$ cat config.mk
export PLATFORM = sky130hd
export DESIGN_NAME = rom_fetch_arbiter
export DESIGN_NICKNAME = d
export VERILOG_FILES = /design/src/rtl/rom_fetch_arbiter_pkg.sv /design/src/rtl/rom_fetch_arbiter_rr_arb2.sv /design/src/rtl/rom_fetch_arbiter.sv
export SDC_FILE = /design/constraint.sdc
export NUM_CORES = 1
export LEC_CHECK = 0
export CORE_ASPECT_RATIO = 0.5
export CORE_UTILIZATION = 38
export DETAILED_ROUTE_END_ITERATION = 8
export PLACE_DENSITY = 0.82
export SKIP_CTS_REPAIR_TIMING = 1
export SLEW_MARGIN = 20
export SYNTH_ARGS = -nofsm -noshare
export SYNTH_HDL_FRONTEND = slang
export SYNTH_SLANG_ARGS = --single-unit
export TNS_END_PERCENT = 30
$ cat constraint.sdc
create_clock -name clk -period 1.62 [get_ports clk]
set_input_delay 0.243 -clock clk [delete_from_list [all_inputs] [get_ports clk]]
set_output_delay 0.243 -clock clk [all_outputs]
set_load 0.03 [all_outputs]
$ cat src/rtl/rom_fetch_arbiter_pkg.sv
// rom_fetch_arbiter_pkg: shared FSM state encoding and grant identifiers for the ROM fetch arbiter
package rom_fetch_arbiter_pkg;
    typedef enum logic [1:0] {
        IDLE   = 2'd0,
        A_DATA = 2'd1,
        B_LO   = 2'd2,
        B_HI   = 2'd3
    } state_t;
    localparam logic GNT_A = 1'b0;
    localparam logic GNT_B = 1'b1;
endpackage

$ cat src/rtl/rom_fetch_arbiter_rr_arb2.sv
// rr_arb2: two-way round-robin arbiter, favours the port not granted last when both request
module rr_arb2
    import rom_fetch_arbiter_pkg::*;
(
    input  logic       clk,
    input  logic       resetn,
    input  logic [1:0] req,
    input  logic       en,
    output logic [1:0] gnt
);
    logic last_gnt;
    // One-hot grant; A wins a tie only when B was granted last
    always_comb begin
        gnt    = 2'b00;
        gnt[0] = en & req[0] & (~req[1] | (last_gnt == GNT_B));
        gnt[1] = en & req[1] & ~gnt[0];
    end
    // Remember the most recent grant to alternate on contention
    always_ff @(posedge clk or negedge resetn) begin
        if (!resetn)
            last_gnt <= GNT_B;
        else
            last_gnt <= gnt[0] ? GNT_A : gnt[1] ? GNT_B : last_gnt;
    end
endmodule

$ cat src/rtl/rom_fetch_arbiter.sv
// rom_fetch_arbiter: shares one registered-read ROM port between a 16-bit and a 32-bit requester
module rom_fetch_arbiter
    import rom_fetch_arbiter_pkg::*;
#(
    parameter int AW = 10,
    parameter int DW = 16
) (
    input  logic            clk,
    input  logic            resetn,
    output logic [AW-1:0]   rom_addr,
    input  logic [DW-1:0]   rom_dout,
    input  logic            a_req,
    input  logic [AW-1:0]   a_addr,
    output logic            a_ack,
    output logic            a_rvalid,
    output logic [DW-1:0]   a_rdata,
    input  logic            b_req,
    input  logic [AW-1:0]   b_addr,
    output logic            b_ack,
    output logic            b_rvalid,
    output logic [2*DW-1:0] b_rdata
);
    state_t        state, state_nxt;
    logic [DW-1:0] lo_q;
    logic [AW-1:0] baddr_q;
    logic          issue;
    logic [1:0]    gnt;

    // B_LO is busy fetching the high half; reset also blocks issue so acks clear at once
    assign issue = resetn && (state != B_LO);

    rr_arb2 u_arb (
        .clk    (clk),
        .resetn (resetn),
        .req    ({b_req, a_req}),
        .en     (issue),
        .gnt    (gnt)
    );

    // Issue decision, ROM address mux, return data and next state
    always_comb begin
        a_ack     = gnt[0];
        b_ack     = gnt[1];
        a_rvalid  = (state == A_DATA);
        b_rvalid  = (state == B_HI);
        a_rdata   = a_rvalid ? rom_dout : '0;
        b_rdata   = b_rvalid ? {rom_dout, lo_q} : '0;
        rom_addr  = (state == B_LO) ? baddr_q + 1'b1 : gnt[0] ? a_addr : gnt[1] ? b_addr : '0;
        state_nxt = (state == B_LO) ? B_HI : gnt[0] ? A_DATA : gnt[1] ? B_LO : IDLE;
    end

    // State register plus low-half data and B address capture
    always_ff @(posedge clk or negedge resetn) begin
        if (!resetn) begin
            state   <= IDLE;
            lo_q    <= '0;
            baddr_q <= '0;
        end else begin
            state   <= state_nxt;
            lo_q    <= (state == B_LO) ? rom_dout : lo_q;
            baddr_q <= gnt[1] ? b_addr : baddr_q;
        end
    end
endmodule

# == Word level (Yosys, flattened, before mapping) ==
# Index checks and enable logic that the tools add are counted.
# op_classes
mux,10
eq_ne,4
bitwise_logic,7
addsub,1
n_reduce_logical,2
# ops
op,n
$mux W32,1
$mux W10,3
$mux W16,1
$add A10 B1 Y10 const B,1
$mux W2,3
$and A1 B1 Y1,4
$eq A2 B2 Y1 const B,2
$eq A2 B1 Y1 const B,1
$mux W1,2
$ne A2 B2 Y1 const B,1
$not A1 Y1,2
$reduce_bool A2 Y1,1
$logic_and A1 B1 Y1,1
$or A1 B1 Y1,1
# totals
regBits,29
in_bits,40
out_inout_bits,62
elab_cells,28

# == Longest topological paths before layout ==
# Gate-level depths: netlist of run 1.
# logic_depth
word_depth,9
mapped_depth,5
ltp_nobuf,5

# == Cells and area by module ==
# Synthesis of run 1 repeated with hierarchy kept, for this count alone.
# unflattened
cells_unflattened,239
area_unflattened_um2,1824.2
# modules_own_cells
mod,cells_each,seq_area_each_um2,area_per_inst_um2,n_inst
rom_fetch_arbiter,231,700.7,1761.7,1
rr_arb2,8,26.3,62.6,1

# == Worst setup path after synthesis of run 1 ==
# OpenSTA, ideal clock, no wires.
# synth_timing
path_kind,reg2out
start,register u_arb.last_gnt
end,output port rom_addr[6]
path_buffers,1
slack_ps,-359
t_arrival_ps,1736
required_ps,1377
stages_incl_launch_ff,6
cell_sequence,dfstp_2 -> nor2b_1 -> nor3_1 -> buf_2 -> a221oi_1 -> a21oi_1
# synth_between
elab_chain_len,7
# synth_rtl
element,line_no,source
from (decl),rom_fetch_arbiter_rr_arb2.sv:11,logic last_gnt;
from (signal assigned),rom_fetch_arbiter_rr_arb2.sv:23,last_gnt <= gnt[0] ? GNT_A : gnt[1] ? GNT_B : last_gnt;
$or A1 B1 Y1 *,rom_fetch_arbiter_rr_arb2.sv:15,gnt[0] = en & req[0] & (~req[1] | (last_gnt == GNT_B));
$and A1 B1 Y1 *,rom_fetch_arbiter_rr_arb2.sv:15,
named net a_ack,rom_fetch_arbiter.sv:14,"output logic a_ack,"
$not A1 Y1,rom_fetch_arbiter_rr_arb2.sv:16,gnt[1] = en & req[1] & ~gnt[0];
$and A1 B1 Y1,rom_fetch_arbiter_rr_arb2.sv:16,
$mux W10,rom_fetch_arbiter.sv:48,rom_addr = (state == B_LO) ? baddr_q + 1'b1 : gnt[0] ? a_addr : gnt[1] ? b_addr : '0;
$mux W10 * (2 in series),rom_fetch_arbiter.sv:48,
to (decl),rom_fetch_arbiter.sv:10,"output logic [AW-1:0] rom_addr,"
# The timed path passes the listed nets; every way through them passes the cells marked *.

# == Worst setup path in the final report of run 1 ==
# layout_timing
start,input port b_req
end,output port rom_addr[3]
# layout_between
elab_chain_len,8
elab_cells_between_ends,9
classes_between,mux (3); bitwise (6)
# layout_rtl
element,line_no,source
from (decl),rom_fetch_arbiter.sv:17,"input logic b_req,"
$not A1 Y1,rom_fetch_arbiter_rr_arb2.sv:15,
$or A1 B1 Y1,rom_fetch_arbiter_rr_arb2.sv:15,
$and A1 B1 Y1,rom_fetch_arbiter_rr_arb2.sv:15,
$not A1 Y1,rom_fetch_arbiter_rr_arb2.sv:16,
$and A1 B1 Y1,rom_fetch_arbiter_rr_arb2.sv:16,
$mux W10,rom_fetch_arbiter.sv:48,
$mux W10 * (2 in series),rom_fetch_arbiter.sv:48,
# Every way passes the cells marked *; elsewhere a longest branch is shown, timed or not.

==> results of run 1 <==
-- critical path: stages --
cell and delay (ps):
clkdlybuf4s50_1 500, nor2b_2 230, nor3_4 60, buf_4 160
a221o_1 350, buf_4 170
-- area by class of cell --
type,instances,area [um^2]
Tap cell,57,71.3
Clock buffer,7,96.3
Inverter,1,3.75
Clock inverter,1,5.00
Timing Repair Buffer,123,1080
Fill cell,359,1420
Multi-Input combinational cell,159,1020
Sequential cell,29,728
-- state kept, by name, summed over array words and instances (netlist names) --
register / cells
state: 2
baddr_q: 10
u_arb.last_gnt: 1
lo_q: 16
-- cell families (layout without fill, tap and decap cells) --
group	after synthesis	in the layout	synth area share
AND/OR/NAND/NOR	118	118	0.345
flip-flops	29	29	0.414
AO/OA/AOI/OAI	24	24	0.0975
buffers and inverters	16	132	0.0441
multiplexers	9	9	0.0577
XOR/XNOR	7	7	0.0349
adder cells (fa/ha/maj)	1	1	0.00712
-- where the power goes --
group / total, mW / switching, mW / internal (mW)
registers: 1.36 / 0.264 / 1.10
clock network: 0.669 / 0.286 / 0.383
logic: 3.51 / 2.03 / 1.48
-- cells in the mapped netlist (2+ instances only) --
cell and n:
nand2_1 54, and3_1 33, dfrtp_1 28, and2_1 17
mux2_2 9, clkbuf_1 8, o21ai_0 7, a22oi_1 5
buf_2 5, a21oi_1 4, a221oi_1 4, xnor2_1 4
nand4_1 3, nor2b_1 3, xor2_1 3, nor3_1 2
-- layer usage --
layer | part of all wire | wire [um] | up-vias
met5 | 0 | 0 | -
met4 | 0.0059 | 33 | 0
met3 | 0.052 | 288 | 4
met2 | 0.52 | 2880 | 59
met1 | 0.42 | 2350 | 919
li1 | - | - | 923
-- placed cells by master, fill, tap and decap left out, types with 2 or more instances in the layout --
master	n
a21oi_2	4
mux2_2	9
and3_1	33
buf_4	71
clkbuf_8	7
o21ai_1	3
dlymetal6s2s_1	2
a22oi_1	4
nor2b_2	2
xnor2_1	4
buf_6	12
nand4_1	3
nand2_1	53
clkdlybuf4s50_1	37
o21ai_0	3
a221oi_2	4
xor2_1	3
dfrtp_1	27
and2_1	17
-- path summary, 6_finish.rpt --
kind | endpoint
worst max-delay path | rom_addr[3]
worst min-delay path | baddr_q[6]$_DFFE_PN0N_
worst max register to register | baddr_q[4]$_DFFE_PN0N_
worst min register to register | lo_q[7]$_DFFE_PN0P_
max in group asynchronous | u_arb.last_gnt$_DFFE_PN1P_
min in group clk | state[0]$_DFF_PN0_
-- metrics by stage --
step / TNS [ps] / setup WS, ps / hold WS [ps] / utilization / cells
final: -6180 / -336 / -15.6 / 0.680 / 377
after floorplan: -372 / -95.7 / -52.6 / - / 204
after CTS: -9600 / -439 / 351 / 0.652 / 373
after detailed placement: -6770 / -430 / 458 / 0.629 / 365
after global placement: -5010 / -358 / 450 / 0.629 / 365
after global routing: -8430 / -399 / 4.86 / 0.680 / 377
==> reports/results.txt, run 1 <==
met3 Use GR -> 0.0454
buffers from clock root to sink, at most -> 2
GRT met2 Usage -> 0.393
fin worst setup slack -> -336 ps
Die Area -> 4920 um^2
post-route clock skew -> 4.08 ps
Tightest Pin Transition -> 350 ps
Async SR Flop Fraction -> 1.00
area delta synth->final -> 71.2%
failing checks -> design-rule violations, negative hold slack, negative setup slack
busiest grt layer -> met2
Max Transition Viols Final -> 0
final hold violation count -> 6
RSZ-0062 raised after global routing -> yes
met1 usage -> 0.268
Remaining DRCs -> 5
clk sinks -> 29
share of the cycle needed by the critical path after routing -> 1.21
PortBufs -> 101
final setup fails -> 31
largest net degree at the start of global routing -> 36
Final min period -> 1960 ps
via count -> 1905
prevailing post-synth register cell -> dfrtp_1
WP data required -> 1380 ps
Static Leak -> 1.56 nW
number of global-route vias before repair -> 1880
Synth top area share -> 0.399
gpl congestion -> 0.799
relative slew slack -> 0.766
Die H -> 50.1 um
reg2reg setup slack -> -40 ps
RR Startpoint -> state[1]$_DFF_PN0_
Hold WS -> -15.6 ps
first-pass detailed-route iteration total -> 6
cells after synthesis -> 204
final WL -> 5.55 mm
syn_area_per_cell -> 8.62 um^2
crit path DAT -> 1710 ps
fmax -> 511 MHz
post-synthesis register bit count -> 29
crit path launch -> b_req
worst r2r path cells -> 5
gr usage total -> 0.218
Reg clk slew, reported paths -> 60 ps
Finished Cell Area -> 3010 um^2
Power Total -> 5.54 mW
Die W -> 98.2 um
Core Area -> 4420 um^2
Yosys cell types -> 31
grt total ovfl -> 0
CTS root buffer -> clkbuf_8
CTS tree -> done
warnings from Yosys -> 0
1st-iter DRT viols -> 71
share of cells above drive strength 1 -> 0.375
number of cell rows -> 17
Post-Syn Nets -> 245
CP Max Fanout -> 5
cell taking the most area after synthesis -> dfrtp_1
first-pass GRT wire length -> 8.58 mm
diode count -> 0
Placed Area -> 2780 um^2
Layout Nets -> 360
starting density of the core -> 0.397
synthesized cell area -> 1760 um^2
worst skew pair latency -> 280 ps
sequential element share of the synthesized area -> 0.414
PwrDens -> 1840 nW/um^2
initial antenna violation count -> 0
WL/cell -> 14.7 um
H-Tree Depth -> 2
Worst VDD drop -> 0.000889 V
HP Class -> in2async
startpoint types -> input pin
status -> complete, but fails checks
number of clock buffers inserted by TritonCTS -> 5
post-DP HPWL -> 3.84 mm
CP endpoint kind -> output port
top post-synthesis cells by area -> dfrtp_1, and3_1, nand2_1
Setup CP Type -> in2out
max cap viols -> 0
# IOs -> 102
DRT antenna net count -> 0
EDFF count, synth -> 0
post-DR vias/cell -> 5.05
No activity file was read; power rests on OpenSTA's default activity.
==> run 2, diff against run 1 <==
Settings changed: CORE_UTILIZATION 38 to 50, CTS_CLUSTER_SIZE set to 25, DONT_BUFFER_PORTS set to 1, PLACE_DENSITY 0.82 to 0.67.
==> run 2 against run 1 <==
Effect of this change: global-route usage is 0.78 points higher; largest cell class is now multi-input combinational cells; sequential power barely moved; die area is 23% lower; the run ends with negative setup slack left; sequential share of layout area up 6.2 points; non-clock buffer count fell by 77; power shrank 3.9%; largest power group unchanged; critical endpoint unchanged; worst hold slack better by 79 ps; worst setup slack better by 47 ps.
==> reports/results.txt, run 2 (synthesis results as in run 1) <==
status -> complete, but fails checks
failing checks -> negative setup slack
CP endpoint kind -> output port
max cap viols -> 0
# IOs -> 102
Static Leak -> 1.20 nW
Die H -> 43.9 um
Reg with most FFs -> lo_q
hold depth -> 2
via count -> 1622
R2R Path End -> baddr_q[9]$_DFFE_PN0N_
WL/cell -> 16.0 um
Reg clk slew, reported paths -> 60 ps
Max Transition Viols Final -> 0
WP data required -> 1380 ps
gpl congestion -> 0.762
worst skew pair latency -> 280 ps
number of cell rows -> 14
clk sinks -> 29
Slowest cell on crit path -> dfrtp_2
RR Startpoint -> state[1]$_DFF_PN0_
final hold violation count -> 0
crit path DAT -> 1670 ps
share of the cycle needed by the critical path after routing -> 1.18
Setup CP Type -> reg2out
Hold Startpoint -> rom_dout[8]
Hold WS -> 63.3 ps
initial antenna violation count -> 0
max incr delay on CP -> 440 ps
Tightest Pin Transition -> 318 ps
buffers from clock root to sink, at most -> 2
Largest register FFs -> 16
number of clock buffers inserted by TritonCTS -> 5
post-DR vias/cell -> 5.57
CP dominant cell by count -> buf_6
reg2reg setup slack -> 180 ps
Worst Hold Path EP -> lo_q[8]$_DFFE_PN0P_
PortBufs -> 0
startpoint types -> flop
fin worst setup slack -> -289 ps
DRT antenna net count -> 0
gr usage total -> 0.226
Final Util -> 0.756
PwrDens -> 2220 nW/um^2
worst-path cell chain -> nor2b_4, nor3_2, buf_6, a221o_1, buf_6
HP Class -> in2reg
commonest non-fill, non-tap cell in the layout -> nand2_1
family with the most delay on the worst path -> flip-flops
Remaining DRCs -> 0
first-pass GRT wire length -> 6.46 mm
area delta synth->final -> 36.3%
worst r2r path cells -> 4
largest net degree at the start of global routing -> 36
Layout Nets -> 283
Die W -> 85.9 um
Worst VDD drop -> 0.00140 V
first-pass detailed-route iteration total -> 4
fmax -> 524 MHz
Core Area -> 3170 um^2
final WL -> 4.67 mm
Die Area -> 3770 um^2
RSZ-0062 raised after global routing -> yes
CTS tree -> done
top flop regs -> lo_q x16, baddr_q x10, state x2
CP Max Fanout -> 11
post-DP HPWL -> 2.89 mm
starting density of the core -> 0.554
share of cells above drive strength 1 -> 0.383
diode count -> 0
commonest cells after routing, fill and taps aside -> nand2_1, buf_4, dfrtp_1, and3_1, and2_1
final setup fails -> 28
1st-iter DRT viols -> 67
grt total ovfl -> 0
Final min period -> 1910 ps
H-Tree Depth -> 2
relative slew slack -> 0.788
post-route clock skew -> 6.51 ps
Worst Path Buf+Inv -> 2
number of global-route vias before repair -> 1442
CTS root buffer -> clkbuf_8
==> run 2: changes by cell type in the layout (fill, tap and decap cells not counted), sizes merged <==
cell	change
buf	-40
clkdlybuf4s50	-37
dlymetal6s2s	-2
clkbuf	+1
dlygate4sd3	+1
==> run 2: per-stage QoR <==
step	setup slack [ps]	instances	cell area, um^2	total power [mW]	TNS, ps
after floorplan	-95.7	204	1800	3.45	-372
after global placement	10.6	278	2100	4.19	0
after detailed placement	0.727	278	2100	4.27	0
after CTS	-334	286	2200	4.95	-6820
after global routing	-410	291	2400	5.64	-5700
final	-289	291	2400	5.33	-3680
==> run 2: power breakdown <==
group | total (mW) | internal (mW) | switching [mW]
clock | 0.667 | 0.383 | 0.283
combinational | 3.27 | 1.32 | 1.95
sequential | 1.39 | 1.10 | 0.290
==> run 2: worst max-delay path by stage <==
| stage | startpoint | endpoint | slack (ps) | cells past startpoint |
|---|---|---|---|---|
| 3_3_place_gp | state[0]$_DFF_PN0_ | rom_addr[3] | 10 | 5 |
| 3_5_place_dp | state[0]$_DFF_PN0_ | rom_addr[5] | 0.7 | 6 |
| 4_1_cts | state[0]$_DFF_PN0_ | rom_addr[3] | -330 | 5 |
| 5_1_grt | u_arb.last_gnt$_DFFE_PN1P_ | rom_addr[6] | -410 | 6 |
| 6_report | state[0]$_DFF_PN0_ | rom_addr[3] | -290 | 5 |
| 2_1_floorplan | state[1]$_DFF_PN0_ | rom_addr[2] | -100 | 5 |
==> run 2: final cells by class <==
type	instances	area (um^2)
Multi-Input combinational cell	159	1050
Sequential cell	29	729
Inverter	1	3.75
Clock buffer	7	96.3
Tap cell	48	60.1
Fill cell	234	774
Clock inverter	1	5.00
Timing Repair Buffer	46	455
==> run 2: metal layers <==
layer,part of all wire,wire (um),GRT usage,up-vias
met4,0.011,50,0.0667,0
met5,0,0,0,-
met2,0.49,2270,0.392,66
met3,0.065,305,0.0705,8
li1,-,-,-,775
met1,0.44,2050,0.278,773
